===== config.mk =====
export PLATFORM = sky130hd
export DESIGN_NAME = max7219_receiver_flat
export DESIGN_NICKNAME = d
export VERILOG_FILES = /design/src/rtl/max7219_pkg.sv /design/src/rtl/max7219_receiver_if.sv /design/src/rtl/max7219_sync_edge.sv /design/src/rtl/max7219_receiver.sv /design/src/flat_wrapper.sv
export SDC_FILE = /design/constraint.sdc
export NUM_CORES = 1
export LEC_CHECK = 0
export ABC_AREA = 1
export BUFFER_PORTS_ARGS = -buffer_cell sky130_fd_sc_hd__buf_2
export CORE_MARGIN = 10
export CORE_UTILIZATION = 57
export CTS_BUF_LIST = sky130_fd_sc_hd__clkbuf_4 sky130_fd_sc_hd__clkbuf_8 sky130_fd_sc_hd__clkbuf_16
export DETAILED_ROUTE_END_ITERATION = 7
export PLACE_DENSITY = 0.84
export SETUP_SLACK_MARGIN = 0.3
export SLEW_MARGIN = 20
export SYNTH_ARGS = -nofsm -noshare
export SYNTH_HDL_FRONTEND = slang
export SYNTH_SLANG_ARGS = --single-unit

===== constraint.sdc =====
create_clock -name clk -period 5.55 [get_ports clk]
set_input_delay 1.11 -clock clk [delete_from_list [all_inputs] [get_ports clk]]
set_output_delay 1.11 -clock clk [all_outputs]
set_load 0.03 [all_outputs]

===== src/rtl/max7219_pkg.sv =====
// Shared definitions for the MAX7219 display chain: register addresses,
// frame width, the receiver's register-file layout and the image helper.
package max7219_pkg;

    localparam int FRAME_W = 16;

    localparam logic [3:0] ADDR_NOOP       = 4'h0;
    localparam logic [3:0] ADDR_DIGIT0     = 4'h1;
    localparam logic [3:0] ADDR_DIGIT1     = 4'h2;
    localparam logic [3:0] ADDR_DIGIT2     = 4'h3;
    localparam logic [3:0] ADDR_DIGIT3     = 4'h4;
    localparam logic [3:0] ADDR_DIGIT4     = 4'h5;
    localparam logic [3:0] ADDR_DIGIT5     = 4'h6;
    localparam logic [3:0] ADDR_DIGIT6     = 4'h7;
    localparam logic [3:0] ADDR_DIGIT7     = 4'h8;
    localparam logic [3:0] ADDR_DECODE     = 4'h9;
    localparam logic [3:0] ADDR_INTENSITY  = 4'hA;
    localparam logic [3:0] ADDR_SCAN_LIMIT = 4'hB;
    localparam logic [3:0] ADDR_SHUTDOWN   = 4'hC;
    localparam logic [3:0] ADDR_TEST       = 4'hF;

    // Receiver register file; digits[i] holds the row written to address i+1.
    typedef struct packed {
        logic [7:0][7:0] digits;
        logic [7:0]      decode_mode;
        logic [3:0]      intensity;
        logic [2:0]      scan_limit;
        logic            shutdown_n;
        logic            display_test;
    } regs_t;

    // Visible image: test mode lights everything, shutdown blanks everything,
    // otherwise only digits up to the scan limit are shown (no Code-B decode).
    function automatic logic [63:0] compute_disp(regs_t r);
        logic [63:0] img;
        img = '0;
        if (r.display_test) begin
            img = '1;
        end else if (r.shutdown_n) begin
            for (int i = 0; i < 8; i++) begin
                if (3'(i) <= r.scan_limit) img[8*i +: 8] = r.digits[i];
            end
        end
        return img;
    endfunction

endpackage


===== src/rtl/max7219_receiver_if.sv =====
// Serial link of a MAX7219: the display driver is the master, the
// receiver model is the slave that also drives the daisy-chain output.
interface max7219_receiver_if;
    logic sck;
    logic mosi;
    logic cs;
    logic dout;

    modport master (output sck, output mosi, output cs, input dout);
    modport slave  (input sck, input mosi, input cs, output dout);
endinterface


===== src/rtl/max7219_sync_edge.sv =====
// Multi-stage synchroniser for one asynchronous input, with single-cycle
// rise/fall pulses taken between the last stage and one more delayed copy.
module max7219_sync_edge #(
    parameter int   STAGES    = 2,
    parameter logic RESET_VAL = 1'b0
) (
    input  logic clk,
    input  logic rst,
    input  logic i_d,
    output logic o_level,
    output logic o_rise,
    output logic o_fall
);

    logic [STAGES-1:0] r_sync;
    logic              r_dly;

    // Shift the input through the synchroniser chain and keep one extra copy.
    // NOTE: non-blocking assignments make every stage take the previous stage's old value.
    always_ff @(posedge clk) begin
        if (rst) begin
            r_sync <= {STAGES{RESET_VAL}};
            r_dly  <= RESET_VAL;
        end else begin
            r_sync <= {r_sync[STAGES-2:0], i_d};
            r_dly  <= r_sync[STAGES-1];
        end
    end

    assign o_level = r_sync[STAGES-1];
    assign o_rise  =  r_sync[STAGES-1] & ~r_dly;
    assign o_fall  = ~r_sync[STAGES-1] &  r_dly;

endmodule


===== src/rtl/max7219_receiver.sv =====
// MAX7219 responder: decodes 16-bit SPI frames into the register file,
// exports the raw rows, control registers and the effective 8x8 image.
module max7219_receiver
    import max7219_pkg::*;
#(
    parameter int SYNC_STAGES = 2
) (
    input  logic                     clk,
    input  logic                     rst,
    max7219_receiver_if.slave        spi,
    output logic [63:0]              pixels,
    output logic [63:0]              disp,
    output logic [7:0]               decode_mode,
    output logic [3:0]               intensity,
    output logic [2:0]               scan_limit,
    output logic                     shutdown_n,
    output logic                     display_test,
    output logic                     wr_valid,
    output logic [3:0]               wr_addr,
    output logic [7:0]               wr_data,
    output logic                     frame_err
);

    typedef enum logic [1:0] {ST_IDLE, ST_SHIFT, ST_LATCH} state_t;

    localparam logic [5:0] CNT_MAX = 6'd63;

    state_t               r_state, w_state_nxt;
    logic [FRAME_W-1:0]   r_sr;
    logic [5:0]           r_cnt;
    logic                 r_dout;
    regs_t                r_regs, w_regs_nxt;
    logic [63:0]          r_disp;
    logic                 r_wr_valid, r_frame_err;
    logic [3:0]           r_wr_addr;
    logic [7:0]           r_wr_data;

    logic w_sck_s, w_sck_rise, w_sck_fall;
    logic w_mosi_s, w_mosi_rise, w_mosi_fall;
    logic w_cs_s, w_cs_rise, w_cs_fall;
    logic w_clear, w_shift, w_dout_upd, w_latch;
    logic w_short, w_bad, w_write;
    logic [3:0] w_addr;
    logic [7:0] w_data;
    logic [2:0] w_digit_idx;
    logic w_unused_sync;

    max7219_sync_edge #(.STAGES(SYNC_STAGES), .RESET_VAL(1'b0)) u_sync_sck (
        .clk(clk), .rst(rst), .i_d(spi.sck),
        .o_level(w_sck_s), .o_rise(w_sck_rise), .o_fall(w_sck_fall));
    max7219_sync_edge #(.STAGES(SYNC_STAGES), .RESET_VAL(1'b0)) u_sync_mosi (
        .clk(clk), .rst(rst), .i_d(spi.mosi),
        .o_level(w_mosi_s), .o_rise(w_mosi_rise), .o_fall(w_mosi_fall));
    max7219_sync_edge #(.STAGES(SYNC_STAGES), .RESET_VAL(1'b1)) u_sync_cs (
        .clk(clk), .rst(rst), .i_d(spi.cs),
        .o_level(w_cs_s), .o_rise(w_cs_rise), .o_fall(w_cs_fall));

    // Only the sck edges and the mosi level matter downstream.
    assign w_unused_sync = &{1'b0, w_sck_s, w_mosi_rise, w_mosi_fall};

    // Frame decode of the finished shift register.
    assign w_addr      = r_sr[11:8];
    assign w_data      = r_sr[7:0];
    assign w_digit_idx = 3'(w_addr - ADDR_DIGIT0);
    assign w_short     = (r_cnt < 6'(FRAME_W));
    assign w_bad       = w_short || (r_cnt[3:0] != 4'd0);
    assign w_write     = w_latch && !w_short;

    // State register of the shift/count FSM.
    always_ff @(posedge clk) begin
        if (rst) r_state <= ST_IDLE;
        else     r_state <= w_state_nxt;
    end

    // Next state and per-cycle actions; a cs edge suppresses any sck edge in the same cycle.
    // NOTE: every signal gets a default first so no path infers a latch.
    always_comb begin
        w_state_nxt = r_state;
        w_clear     = 1'b0;
        w_shift     = 1'b0;
        w_dout_upd  = 1'b0;
        w_latch     = 1'b0;
        case (r_state)
            ST_IDLE: begin
                if (w_cs_fall) begin
                    w_state_nxt = ST_SHIFT;
                    w_clear     = 1'b1;
                end
            end
            ST_SHIFT: begin
                if (w_cs_rise) begin
                    w_state_nxt = ST_LATCH;
                    w_latch     = 1'b1;
                end else if (!w_cs_s) begin
                    w_shift    = w_sck_rise;
                    w_dout_upd = w_sck_fall;
                end
            end
            ST_LATCH: begin
                if (w_cs_fall) begin
                    w_state_nxt = ST_SHIFT;
                    w_clear     = 1'b1;
                end else begin
                    w_state_nxt = ST_IDLE;
                end
            end
            default: w_state_nxt = ST_IDLE;
        endcase
    end

    // Shift register, saturating bit counter and daisy-chain output.
    always_ff @(posedge clk) begin
        if (rst) begin
            r_sr   <= '0;
            r_cnt  <= '0;
            r_dout <= 1'b0;
        end else begin
            if (w_clear) begin
                r_cnt <= '0;
            end else if (w_shift) begin
                r_sr <= {r_sr[FRAME_W-2:0], w_mosi_s};
                if (r_cnt != CNT_MAX) r_cnt <= r_cnt + 6'd1;
            end
            if (w_dout_upd) r_dout <= r_sr[FRAME_W-1];
        end
    end

    // Register-file update for a completed frame; no-op and unused addresses change nothing.
    always_comb begin
        w_regs_nxt = r_regs;
        if (w_write) begin
            case (w_addr)
                ADDR_DECODE:     w_regs_nxt.decode_mode  = w_data;
                ADDR_INTENSITY:  w_regs_nxt.intensity    = w_data[3:0];
                ADDR_SCAN_LIMIT: w_regs_nxt.scan_limit   = w_data[2:0];
                ADDR_SHUTDOWN:   w_regs_nxt.shutdown_n   = w_data[0];
                ADDR_TEST:       w_regs_nxt.display_test = w_data[0];
                default: begin
                    if (w_addr >= ADDR_DIGIT0 && w_addr <= ADDR_DIGIT7)
                        w_regs_nxt.digits[w_digit_idx] = w_data;
                end
            endcase
        end
    end

    // Register file, image and write/error strobes all update on the latch edge.
    // NOTE: the register file is reset explicitly because its contents are outputs that must read 0.
    always_ff @(posedge clk) begin
        if (rst) begin
            r_regs      <= '0;
            r_disp      <= '0;
            r_wr_valid  <= 1'b0;
            r_frame_err <= 1'b0;
            r_wr_addr   <= '0;
            r_wr_data   <= '0;
        end else begin
            r_regs      <= w_regs_nxt;
            r_disp      <= compute_disp(w_regs_nxt);
            r_wr_valid  <= w_write;
            r_frame_err <= w_latch && w_bad;
            if (w_write) begin
                r_wr_addr <= w_addr;
                r_wr_data <= w_data;
            end
        end
    end

    assign spi.dout     = r_dout;
    assign pixels       = r_regs.digits;
    assign disp         = r_disp;
    assign decode_mode  = r_regs.decode_mode;
    assign intensity    = r_regs.intensity;
    assign scan_limit   = r_regs.scan_limit;
    assign shutdown_n   = r_regs.shutdown_n;
    assign display_test = r_regs.display_test;
    assign wr_valid     = r_wr_valid;
    assign wr_addr      = r_wr_addr;
    assign wr_data      = r_wr_data;
    assign frame_err    = r_frame_err;

endmodule

===== src/flat_wrapper.sv =====
// flat-port wrapper written by rule: the top's interface ports become plain ports
module max7219_receiver_flat import max7219_pkg::*;
#(
    parameter int SYNC_STAGES = 2
)
  (clk, rst, pixels, disp, decode_mode, intensity, scan_limit, shutdown_n, display_test, wr_valid, wr_addr, wr_data, frame_err, spi_sck, spi_mosi, spi_cs, spi_dout);
  max7219_receiver_if spi_i ();
  input  logic clk;
  input  logic rst;
  output logic [63:0] pixels;
  output logic [63:0] disp;
  output logic [7:0] decode_mode;
  output logic [3:0] intensity;
  output logic [2:0] scan_limit;
  output logic shutdown_n;
  output logic display_test;
  output logic wr_valid;
  output logic [3:0] wr_addr;
  output logic [7:0] wr_data;
  output logic frame_err;
  input wire logic [$bits(spi_i.sck)-1:0] spi_sck;
  input wire logic [$bits(spi_i.mosi)-1:0] spi_mosi;
  input wire logic [$bits(spi_i.cs)-1:0] spi_cs;
  output wire logic [$bits(spi_i.dout)-1:0] spi_dout;
  assign spi_i.sck = spi_sck;
  assign spi_i.mosi = spi_mosi;
  assign spi_i.cs = spi_cs;
  assign spi_dout = spi_i.dout;
  max7219_receiver #(.SYNC_STAGES(SYNC_STAGES)) u_core (.clk(clk), .rst(rst), .spi(spi_i), .pixels(pixels), .disp(disp), .decode_mode(decode_mode), .intensity(intensity), .scan_limit(scan_limit), .shutdown_n(shutdown_n), .display_test(display_test), .wr_valid(wr_valid), .wr_addr(wr_addr), .wr_data(wr_data), .frame_err(frame_err));
endmodule

Word level (Yosys, flattened, before mapping)
Cells that the tools add are included.
{"block": "totals", "regBits": 192, "inputBits": 5, "out_inout_bits": 160, "wordCells": 112}
{"block": "classes", "addsub": 2, "magnitude_cmp": 13, "n_eq_ne": 10, "muxes": 35, "bitwise_logic": 9, "n_reduce_logical": 16}
{"cell": "64-bit two-way mux", "n": 4}
{"cell": "81-bit two-way mux", "n": 1}
{"cell": "8-bit two-way mux", "n": 10}
{"cell": "64-bit bitwise mux", "n": 1}
{"cell": "8-bit demux with 3-bit select", "n": 1}
{"cell": "4-bit == test (second input constant)", "n": 5}
{"cell": "1-bit two-way mux", "n": 13}
{"cell": "3-bit <= comparator (first input constant)", "n": 4}
{"cell": "2-bit AND reduction", "n": 5}
{"cell": "6-bit by 1-bit adder with 6-bit output (second input constant)", "n": 1}
{"cell": "1-bit by 3-bit <= comparator with 1-bit output (first input constant)", "n": 2}
{"cell": "2-bit by 3-bit <= comparator with 1-bit output (first input constant)", "n": 2}
{"cell": "6-bit by 5-bit less-than comparator with 1-bit output (second input constant)", "n": 1}
{"cell": "6-bit inequality test (second input constant)", "n": 1}
{"cell": "2-bit one-hot mux with 3 select lines", "n": 1}
{"cell": "1-bit NOT", "n": 5}
{"cell": "5-bit OR reduction", "n": 1}
{"cell": "1-bit bitwise AND", "n": 4}
{"cell": "4-bit by 1-bit greater-or-equal comparator with 1-bit output (second input constant)", "n": 1}
{"cell": "4-bit <= comparator (second input constant)", "n": 1}
{"cell": "1-bit logical AND", "n": 4}
{"cell": "3-bit by 4-bit less-than comparator with 1-bit output (second input constant)", "n": 1}
{"cell": "2-bit two-way mux", "n": 2}
{"cell": "4-bit two-way mux", "n": 1}
{"cell": "other kinds (11)", "n": 13}

Longest topological paths before layout
Gate-level depths: netlist of the first run.
{"block": "logic_depth", "depth_word": 13, "depth_mapped": 14, "depth_no_buf": 13}

Cells and area by module
From an unflattened synthesis of the first run, not the netlist that was laid out.
{"block": "hier_totals", "cells_unflattened": 901, "area_unflattened_um2": 7189.4}
{"mod": "max7219_receiver", "n_inst": 1, "cells_each": 864, "area_per_inst_um2": 6904.1, "seq_area_each_um2": 3683.5}
{"mod": "max7219_sync_edge at u_core.u_sync_mosi ...", "n_inst": 2, "cells_each": 12, "area_per_inst_um2": 93.8, "seq_area_each_um2": 60.1}
{"mod": "max7219_sync_edge at u_core.u_sync_cs", "n_inst": 1, "cells_each": 13, "area_per_inst_um2": 97.6, "seq_area_each_um2": 60.1}

Least setup slack after synthesis of the first run
OpenSTA, ideal clock, no wires.
{"block": "synth_timing", "kind": "input-to-reg", "startpoint": "in rst", "endpoint": "reg u_core.r_disp[32], in the netlist u_core.disp[32]", "setup_time_ns": 0.059, "t_arrival_ns": 1.920, "required_time_ns": 5.491, "setup_slack_ns": 3.571, "stages": 6, "n_path_buf": 1, "path_cell_list": "inv_1 clkbuf_1 nand2_2 nor2_2 nand2_1 nand2_1"}
{"item": "from (decl)", "line": "flat_wrapper.sv:9", "rtl": "input logic rst;"}
{"item": "to (signal assigned)", "line": "max7219_receiver.sv:158", "rtl": "r_disp <= compute_disp(w_regs_nxt);"}
{"item": "to (decl)", "line": "max7219_receiver.sv:33", "rtl": "logic [63:0] r_disp;"}

==> out/results.txt, run 1 <==
Max Clock Freq: 396 MHz
Fin crit share: 45.6%
Slowest-stage cell, CP: inv_2
Slew Limit Headroom: 30.6%
Die H: 132 um
Total GRT Usage: 21.3%
Hold-fix buffers, CTS: 0
Most frequent cells in the layout: nand2_1 (216), dfxtp_1 (192), buf_2 (164)
Reg2Reg Launch Point: u_core.r_cnt[4]$_SDFFE_PP0P_
Startpoint Class: primary input
CP Capture Type: flip-flop
Core region area: 0.0122 mm2
Drt drc: 0
Fraction of registers with async set/reset: 0%
Number of global-route vias before repair: 5,783
Clock Sinks: 192
Initial antenna violation count: 0
Peak supply drop: 0.000229 V
EDFF count, synth: 0
Utilization after layout: 70.6%
Flop2flop setup slack: 3.07 ns
Number of cells produced by synthesis: 868
PD cells: 304 mW/mm2
CP peak stage delay: 0.74 ns
Setup Viol. Count Final: 0
Logic gate share of total power: 1.1%
Port bufs: 164
Die area: 0.0174 mm2
Routed WL per cell: 15.9 um
PnR worst setup slack: 3.02 ns
Initial core utilization: 58.8%
Routed WL: 19.1 mm
DP Cell Count: 1,167
Top FF cell, synth: dfxtp_1
Final Non-Filler Cells: 1,199
Worst r2r dst: u_core.disp[1]$_SDFF_PP0_
Vias/cell: 5.15
Boundary pin count: 165
Flops & latches, synth: 192
Clock power frac: 46.0%
Pin count of the biggest net entering global routing: 65
Post-Syn Nets: 879
RSZ-0062 raised after global routing: no
Leakage: 4.49 nW
Worst Path Arrival: 2.78 ns
Most common cell after layout, fill and taps aside: nand2_1
Share of cells above drive strength 1: 25.9%
Setup CP Type: primary input to flip-flop
Site row count: 40
CTS Root Cell: clkbuf_16
Skew final: 0.0112 ns
TritonCTS clock tree: yes
Hold path startpoint: u_core.u_sync_sck.r_sync[0]$_SDFF_PP0_
CTS max path bufs: 2
Die W: 132 um
Antenna diode count: 0
Hold violation total from the final report: 0
Worst-path maximum fanout: 64
Hold depth: 2
MaxCap Viol Count: 0
DR iter-0 viols: 558
Critical-path cell list: buf_2 > nor2_2 > inv_2 > o21ai_0
Post-DP HPWL: 13.1 mm
First-pass GRT wire length: 30.1 mm
Min-delay worst type: flip-flop to flip-flop
GP Congestion: 0.925
CTS clk-pin slew, worst paths: 0.07 ns
Count of pins over their slew limit: 0
Via count: 6,179
Syn Area/Cell: 8.23 um2
Post-route ant nets: 0
Setup Fix Bufs, Post-CTS: 0
Hold EP: u_core.u_sync_sck.r_sync[1]$_SDFF_PP0_
Syn. warnings: 0
Yosys cell types: 33
Clk_lat worst skew: 0.44 ns
Final nets: 1,029
R2R cell count: 9
Critical Path RT: 5.80 ns
Reg power frac: 52.9%
Switch Pwr: 0.550 mW
Total CTS buffers: 17
Post_cts resized: 0
Post-synthesis sequential area ratio: 53.8%
Min Tclk post-route: 2.53 ns
CTS H-Tree Depth: 4
Pre-CTS setup slack: 2.51 ns
Remaining Overflow, GRT: 0
Worst slew pin tran: 1.04 ns
Setup TNS: 0 ns
Netlist Area Pre-Place: 0.00715 mm2
Area grow syn2layout: 20.2%
Status: complete, no violations
Design internal power: 2.06 mW
Sw Ratio: 21.1%
Drt pass-1 iters: 7
-- cell families after synthesis --
logic type | Yosys count | synth area share, %
buffers and inverters | 116 | 7.00
adders and majority gates | 6 | 1.05
AOI/OAI and AO/OA | 152 | 12.1
and+or+nand+nor | 400 | 25.9
xor gates and xnor gates | 2 | 0.245
DFF | 192 | 53.8
-- routing by layer --
| layer | part of all wire, % | routed length [um] | global-route usage, % | vias to the layer above |
|---|---|---|---|---|
| li1 | - | - | - | 3075 |
| met1 | 41 | 7880 | 25.5 | 2832 |
| met2 | 48 | 9150 | 34.4 | 240 |
| met3 | 8.9 | 1700 | 7.28 | 32 |
| met4 | 1.8 | 340 | 7.79 | 0 |
| met5 | 0 | 0 | 0 | - |
-- worst max-delay path: cells and delay by family --
family,cells,cell delay (ns)
buffers and inverters,2,1.22
AOI/OAI and AO/OA,1,0.27
and+or+nand+nor,1,0.11
-- worst max-delay path by stage --
stage	from	end	slack [ns]	cells after the start
3_3_place_gp	rst	u_core.disp[0]$_SDFF_PP0_	2.69	4
5_1_grt	u_core.r_cnt[4]$_SDFFE_PP0P_	u_core.disp[4]$_SDFF_PP0_	2.83	9
6_report	rst	u_core.disp[1]$_SDFF_PP0_	3.02	4
4_1_cts	rst	u_core.disp[4]$_SDFF_PP0_	2.98	4
2_1_floorplan	rst	u_core.disp[32]$_SDFF_PP0_	3.57	6
3_5_place_dp	rst	u_core.disp[1]$_SDFF_PP0_	2.51	4
-- through the flow --
step | hold slack (ns) | instance area [um2] | power (mW)
after global placement | 0.391 | 8000 | 1.44
after floorplan | 0.388 | 7150 | 1.43
final | 0.398 | 8590 | 2.61
after global routing | 0.425 | 8590 | 2.68
after detailed placement | 0.402 | 8000 | 1.44
after CTS | 0.402 | 8590 | 2.62
-- power groups by stage --
stage,combinational (mW),sequential [mW],clock [mW]
floorplan,0.0206,1.41,0
global placement,0.0272,1.41,0
detailed placement,0.0281,1.41,0
CTS,0.0283,1.38,1.21
global route,0.0315,1.38,1.27
finish,0.0284,1.38,1.20
-- sequential cells by signal (all words and copies together), names as in the netlist, 4 cells and up --
signal	cells
u_core.disp	64
u_core.pixels	64
u_core.r_sr	16
u_core.decode_mode	8
u_core.wr_data	8
u_core.r_cnt	6
u_core.intensity	4
u_core.wr_addr	4
-- area by class of cell --
class	count	area, um2
clock inverters	10	101
inverters	81	307
well taps	168	210
repair buffers	166	836
fillers	982	3570
clock buffers	22	488
multi-input cells	560	2800
flip-flops and latches	192	3840
-- cells in the mapped netlist, types with 10 or more instances --
master	number	share of area, %
a211oi_1	11	1.2
a21oi_1	50	3.5
and2_1	24	2.1
clkbuf_1	16	0.84
dfxtp_1	192	54
inv_1	70	3.7
inv_2	10	0.53
nand2_1	216	11
nand2_2	17	1.5
nand3_1	57	4.0
nor2_1	56	2.9
o21ai_0	51	3.6
o21ai_1	21	1.5
o21ai_2	17	2.1
No activity file was read; power rests on OpenSTA's default activity.
==> inputs of run 2 (changes only) <==
CORE_UTILIZATION = 48   (was 57)
PLACE_DENSITY = 0.75   (was 0.84)
clock period = 2.2 ns   (was 5.55 ns; I/O delays follow)
==> run 2 against run 1 <==
  * Die area is 16% higher
  * Clock skew is 0.0038 ns lower
  * Largest power group unchanged
  * Utilization is 9.7 points lower
  * Sequential power grew to 2.5 times the previous value
  * Setup slack worse by 2.7 ns
  * Cell count is 3.0% higher
==> out/results.txt, run 2 (synthesized netlist as in run 1, its figures left out) <==
Status: complete, no violations
Core region area: 0.0146 mm2
CP Capture Type: flip-flop
Die W: 142 um
Min Tclk post-route: 1.83 ns
Flop2flop setup slack: 0.37 ns
RSZ-0062 raised after global routing: yes
Port bufs: 164
Fin crit share: 83.3%
CTS Root Cell: clkbuf_16
CP top delay family: simple AND/OR/NAND/NOR gates
Via count: 6,165
Skew final: 0.00739 ns
Routed WL: 19.6 mm
Clk_lat worst skew: 0.43 ns
MaxCap Viol Count: 0
Startpoint Class: flip-flop
Leakage: 4.64 nW
Total GRT Usage: 18.7%
Worst slew pin tran: 0.733 ns
CTS clk-pin slew, worst paths: 0.07 ns
Remaining Overflow, GRT: 0
First-pass GRT wire length: 30.3 mm
Site row count: 44
PnR worst setup slack: 0.367 ns
CTS H-Tree Depth: 4
Post-route ant nets: 0
Max Clock Freq: 545 MHz
Initial core utilization: 49.0%
Hold-fix buffers, CTS: 0
CP peak stage delay: 0.38 ns
Setup CP Type: flip-flop to flip-flop
Most frequent cells in the layout: nand2_1 (212), dfxtp_1 (190), buf_2 (164)
Hold violation total from the final report: 0
Number of global-route vias before repair: 5,763
Critical Path RT: 2.57 ns
Initial antenna violation count: 0
Antenna diode count: 0
TritonCTS clock tree: yes
Peak supply drop: 0.000510 V
PD cells: 723 mW/mm2
Drt drc: 0
Min-delay worst type: primary input to flip-flop
WP buf/inv: 4
Share of cells above drive strength 1: 28.9%
Vias/cell: 4.99
Count of pins over their slew limit: 0
Critical-path cell list: inv_2 > ha_4 > nand3_1 > nand2_1 > inv_2 > nand2_2 > nor2_4 > buf_4 > buf_4 > nand3_1 > nand2_1 > nand3_1 > nand2_1
Clock Sinks: 192
Boundary pin count: 165
Drt pass-1 iters: 5
Post-DP HPWL: 13.8 mm
DR iter-0 viols: 479
GP Congestion: 0.892
CTS max path bufs: 2
Routed WL per cell: 15.9 um
Die H: 142 um
Most common cell after layout, fill and taps aside: nand2_1
Slowest-stage cell, CP: dfxtp_2
Area grow syn2layout: 24.4%
Pin count of the biggest net entering global routing: 66
Slew Limit Headroom: 51.2%
Total CTS buffers: 17
Die area: 0.0202 mm2
Pre-CTS setup slack: 0.180 ns
Setup Viol. Count Final: 0
Worst-path maximum fanout: 6
Setup TNS: 0 ns
Worst Path Arrival: 2.21 ns
Final nets: 1,049
## run 2: repair_timing
action,4_1_cts,5_1_grt
cloned,0,0
buffers inserted,3,6
endpoints found under the hold margin,0,0
pin swaps,2,6
setup endpoints to repair,75,116
gates resized for setup,8,40
## run 2: area by class of cell
class | count | area (um2)
inverter | 81 | 317
timing repair buffer | 186 | 998
tap | 184 | 230
fill | 1249 | 5700
clock buffer | 17 | 425
sequential | 192 | 3850
multi-input combinational | 560 | 2950
clock inverter | 15 | 125
## run 2: final timing paths
kind | start | end | cells past startpoint
worst max-delay path | u_core.r_sr[9]$_SDFFE_PP0P_ | u_core.disp[62]$_SDFF_PP0_ | 13
worst min register to register | u_core.u_sync_cs.r_sync[0]$_SDFF_PP1_ | u_core.u_sync_cs.r_sync[1]$_SDFF_PP1_ | 1
worst max register to register | u_core.r_sr[9]$_SDFFE_PP0P_ | u_core.disp[62]$_SDFF_PP0_ | 13
worst min-delay path | spi_cs | u_core.u_sync_cs.r_sync[0]$_SDFF_PP1_ | 2
## run 2: per-stage QoR
stage / util, % / std cells / area, um2 / power, mW / hold slack (ns)
2_1_floorplan: - / 868 / 7150 / 3.62 / 0.388
3_3_place_gp: 55.6 / 1194 / 8110 / 3.64 / 0.393
3_5_place_dp: 55.6 / 1194 / 8110 / 3.64 / 0.397
4_1_cts: 59.7 / 1229 / 8710 / 6.48 / 0.174
5_1_grt: 61.0 / 1235 / 8890 / 6.62 / 0.190
6_report: 61.0 / 1235 / 8890 / 6.43 / 0.189
## run 2: per-layer routing
metal	vias up	routed length (um)	track usage, %	part of all wire [%]
met5	-	0	0	0
met2	230	9320	30.2	48
li1	3123	-	-	-
met1	2788	8360	23.3	43
met3	24	1680	6.14	8.6
met4	0	250	5.33	1.3
## run 2: power by group
group	switching, mW	internal, mW
registers	0.00361	3.48
logic	0.0585	0.0185
clock network	1.39	1.48
total	1.45	4.98
==> inputs of run 3 (changes only) <==
CORE_UTILIZATION = 53   (was 48)
PLACE_DENSITY = 0.79   (was 0.75)
clock period = 1.9 ns   (was 2.2 ns; I/O delays follow)
==> run 3 against run 2 <==
  * Maximum frequency down 3.8%
  * Utilization up 15 points
  * Register-to-register slack worse by 0.37 ns
  * Count of clock-buffer cells in the layout up 1
  * Clock skew up 0.0061 ns
  * Critical path depth unchanged
  * Die area down 8.1%
  * Final area up 13%
  * Clock power up 35%
  * Global-route usage up 4.0 points
  * The flow now finishes with violations (negative setup slack)
  * Highest routed layer unchanged
  * Largest power group unchanged
  * Cell count up 2.0%
  * Non-clock buffer count up 29
==> out/results.txt, run 3 (synthesized netlist as in run 1, its figures left out) <==
Total CTS buffers: 17
Setup TNS: -0.00501 ns
CTS Root Cell: clkbuf_16
Most common cell after layout, fill and taps aside: dfxtp_1
Routed WL: 25.2 mm
Fin crit share: 100%
Via count: 7,087
Initial core utilization: 54.0%
Count of pins over their slew limit: 0
Post-DP HPWL: 14.0 mm
Number of global-route vias before repair: 6,252
Min Tclk post-route: 1.91 ns
Utilization after layout: 76.0%
Peak supply drop: 0.000734 V
PnR worst setup slack: -0.00501 ns
Area taken by flip-flops and latches: 0.00386 mm2
Slew Limit Headroom: 60.9%
Hold-fix buffers, CTS: 0
Worst r2r dst: u_core.disp[47]$_SDFF_PP0_
Drt pass-1 iters: 7
Remaining Overflow, GRT: 0
Skew final: 0.0135 ns
Crit path to: u_core.disp[47]$_SDFF_PP0_
Die area: 0.0185 mm2
Vias/cell: 5.62
Core region area: 0.0132 mm2
R2R cell count: 13
CP Capture Type: flip-flop
RSZ-0062 raised after global routing: yes
Total GRT Usage: 22.7%
Pin count of the biggest net entering global routing: 36
Failing checks: negative setup slack
Port bufs: 164
Die W: 136 um
CTS H-Tree Depth: 4
DR iter-0 viols: 813
CTS clk-pin slew, worst paths: 0.08 ns
Startpoint Class: flip-flop
PD cells: 797 mW/mm2
Share of cells above drive strength 1: 40.9%
Reg2Reg Launch Point: u_core.r_sr[8]$_SDFFE_PP0P_
MaxCap Viol Count: 0
Worst-path maximum fanout: 5
First-pass GRT wire length: 33.4 mm
Fill cells: 850
CTS max path bufs: 2
Drt drc: 0
Setup CP Type: flip-flop to flip-flop
Area grow syn2layout: 40.7%
Site row count: 42
Max Clock Freq: 525 MHz
Die H: 136 um
Min-delay worst type: primary input to flip-flop
Clock Sinks: 192
Critical Path RT: 2.29 ns
Leakage: 4.95 nW
Setup Viol. Count Final: 1
Worst setup startpoint: u_core.r_sr[8]$_SDFFE_PP0P_
Multi-input gate area: 0.00360 mm2
Flop2flop setup slack: -0.005 ns
Clk_lat worst skew: 0.45 ns
Boundary pin count: 165
Final nets: 1,082
GP Congestion: 0.935
TritonCTS clock tree: yes
Post-route ant nets: 0
Worst slew pin tran: 0.586 ns
Hold path startpoint: spi_cs
Antenna diode count: 0
Worst Path Arrival: 2.30 ns
Status: finished with violations
Most frequent cells in the layout: dfxtp_1 (188), buf_2 (164), nand2_1 (159)
Initial antenna violation count: 0
Hold violation total from the final report: 0
Routed WL per cell: 20.0 um
-- run 3: cell types whose count changed in the layout (fill, tap and decap cells not counted), moves of 7 or more --
cell and delta:
a21oi_1 -10, nand2_2 +32, buf_12 +8, buf_4 +9, o21ai_0 -9, nand2_4 +17, nand3_4 +7, nand3_1 -22
nand2_1 -53, nand2_8 +7, nand3_2 +15, a21oi_2 +10, buf_6 +9
-- run 3: worst min path at each step --
| stage | to | slack [ns] | cells after the start |
|---|---|---|---|
| after detailed placement | u_core.u_sync_mosi.r_sync[1]$_SDFF_PP0_ | 0.40 | 2 |
| final | u_core.u_sync_cs.r_sync[0]$_SDFF_PP1_ | 0.12 | 2 |
| after global placement | u_core.u_sync_cs.r_sync[1]$_SDFF_PP1_ | 0.39 | 1 |
| after global routing | u_core.u_sync_cs.r_sync[0]$_SDFF_PP1_ | 0.12 | 2 |
| after floorplan | u_core.u_sync_mosi.r_sync[1]$_SDFF_PP0_ | 0.39 | 2 |
| after CTS | u_core.u_sync_cs.r_sync[0]$_SDFF_PP1_ | 0.11 | 2 |
-- run 3: what timing repair did --
item | 4_1_cts | 5_1_grt
gates cloned | 5 | 3
gates resized for setup | 90 | 121
buffers inserted | 15 | 11
pin swaps | 31 | 58
endpoints found under the setup margin | 128 | 133
-- run 3: report_power, final --
group | leakage, nW | switching, mW | internal (mW)
sequential | 1.55 | 0.00476 | 4.03
combinational | 3.09 | 0.0783 | 0.0254
clock | 0.310 | 1.62 | 2.27
total | 4.95 | 1.70 | 6.32
-- run 3: layer usage --
metal  track usage, %  vias to the layer above  part of all wire (%)
met5                0                        -                     0
met4             11.2                        0                   6.3
met3             7.23                      151                    10
met2             36.8                      471                    48
met1             26.5                     3273                    36
li1                 -                     3192                     -
-- run 3: stage by stage --
step	hold slack (ns)	setup WS, ns	power [mW]	std cells	cell area (um2)
after CTS	0.115	0.217	8.00	1246	9450
after detailed placement	0.397	0.0730	4.22	1194	8230
after floorplan	0.388	0.274	4.19	868	7200
after global routing	0.120	-0.0599	8.17	1260	10100
final	0.118	-0.00501	8.02	1260	10100
after global placement	0.394	0.0954	4.22	1194	8230
-- run 3: worst max-delay path, cell delays in order, from the launching register on --
cell	delay, ns
dfxtp_4	0.41
inv_6	0.06
ha_4	0.19
nand3_2	0.12
nand2_1	0.08
inv_2	0.08
nand2_4	0.08
nor2_4	0.16
buf_6	0.15
buf_6	0.16
nand3_4	0.11
nand2_1	0.12
nand3_1	0.08
nand2_1	0.07
-- run 3: area by class of cell --
cell class                 instances  area share [%]
multi-input combinational        564            35.8
inverter                          81            3.37
sequential                       192            38.3
timing repair buffer             215            13.9
tap                              176            2.19
clock buffer                      18            4.37
clock inverter                    14            2.03
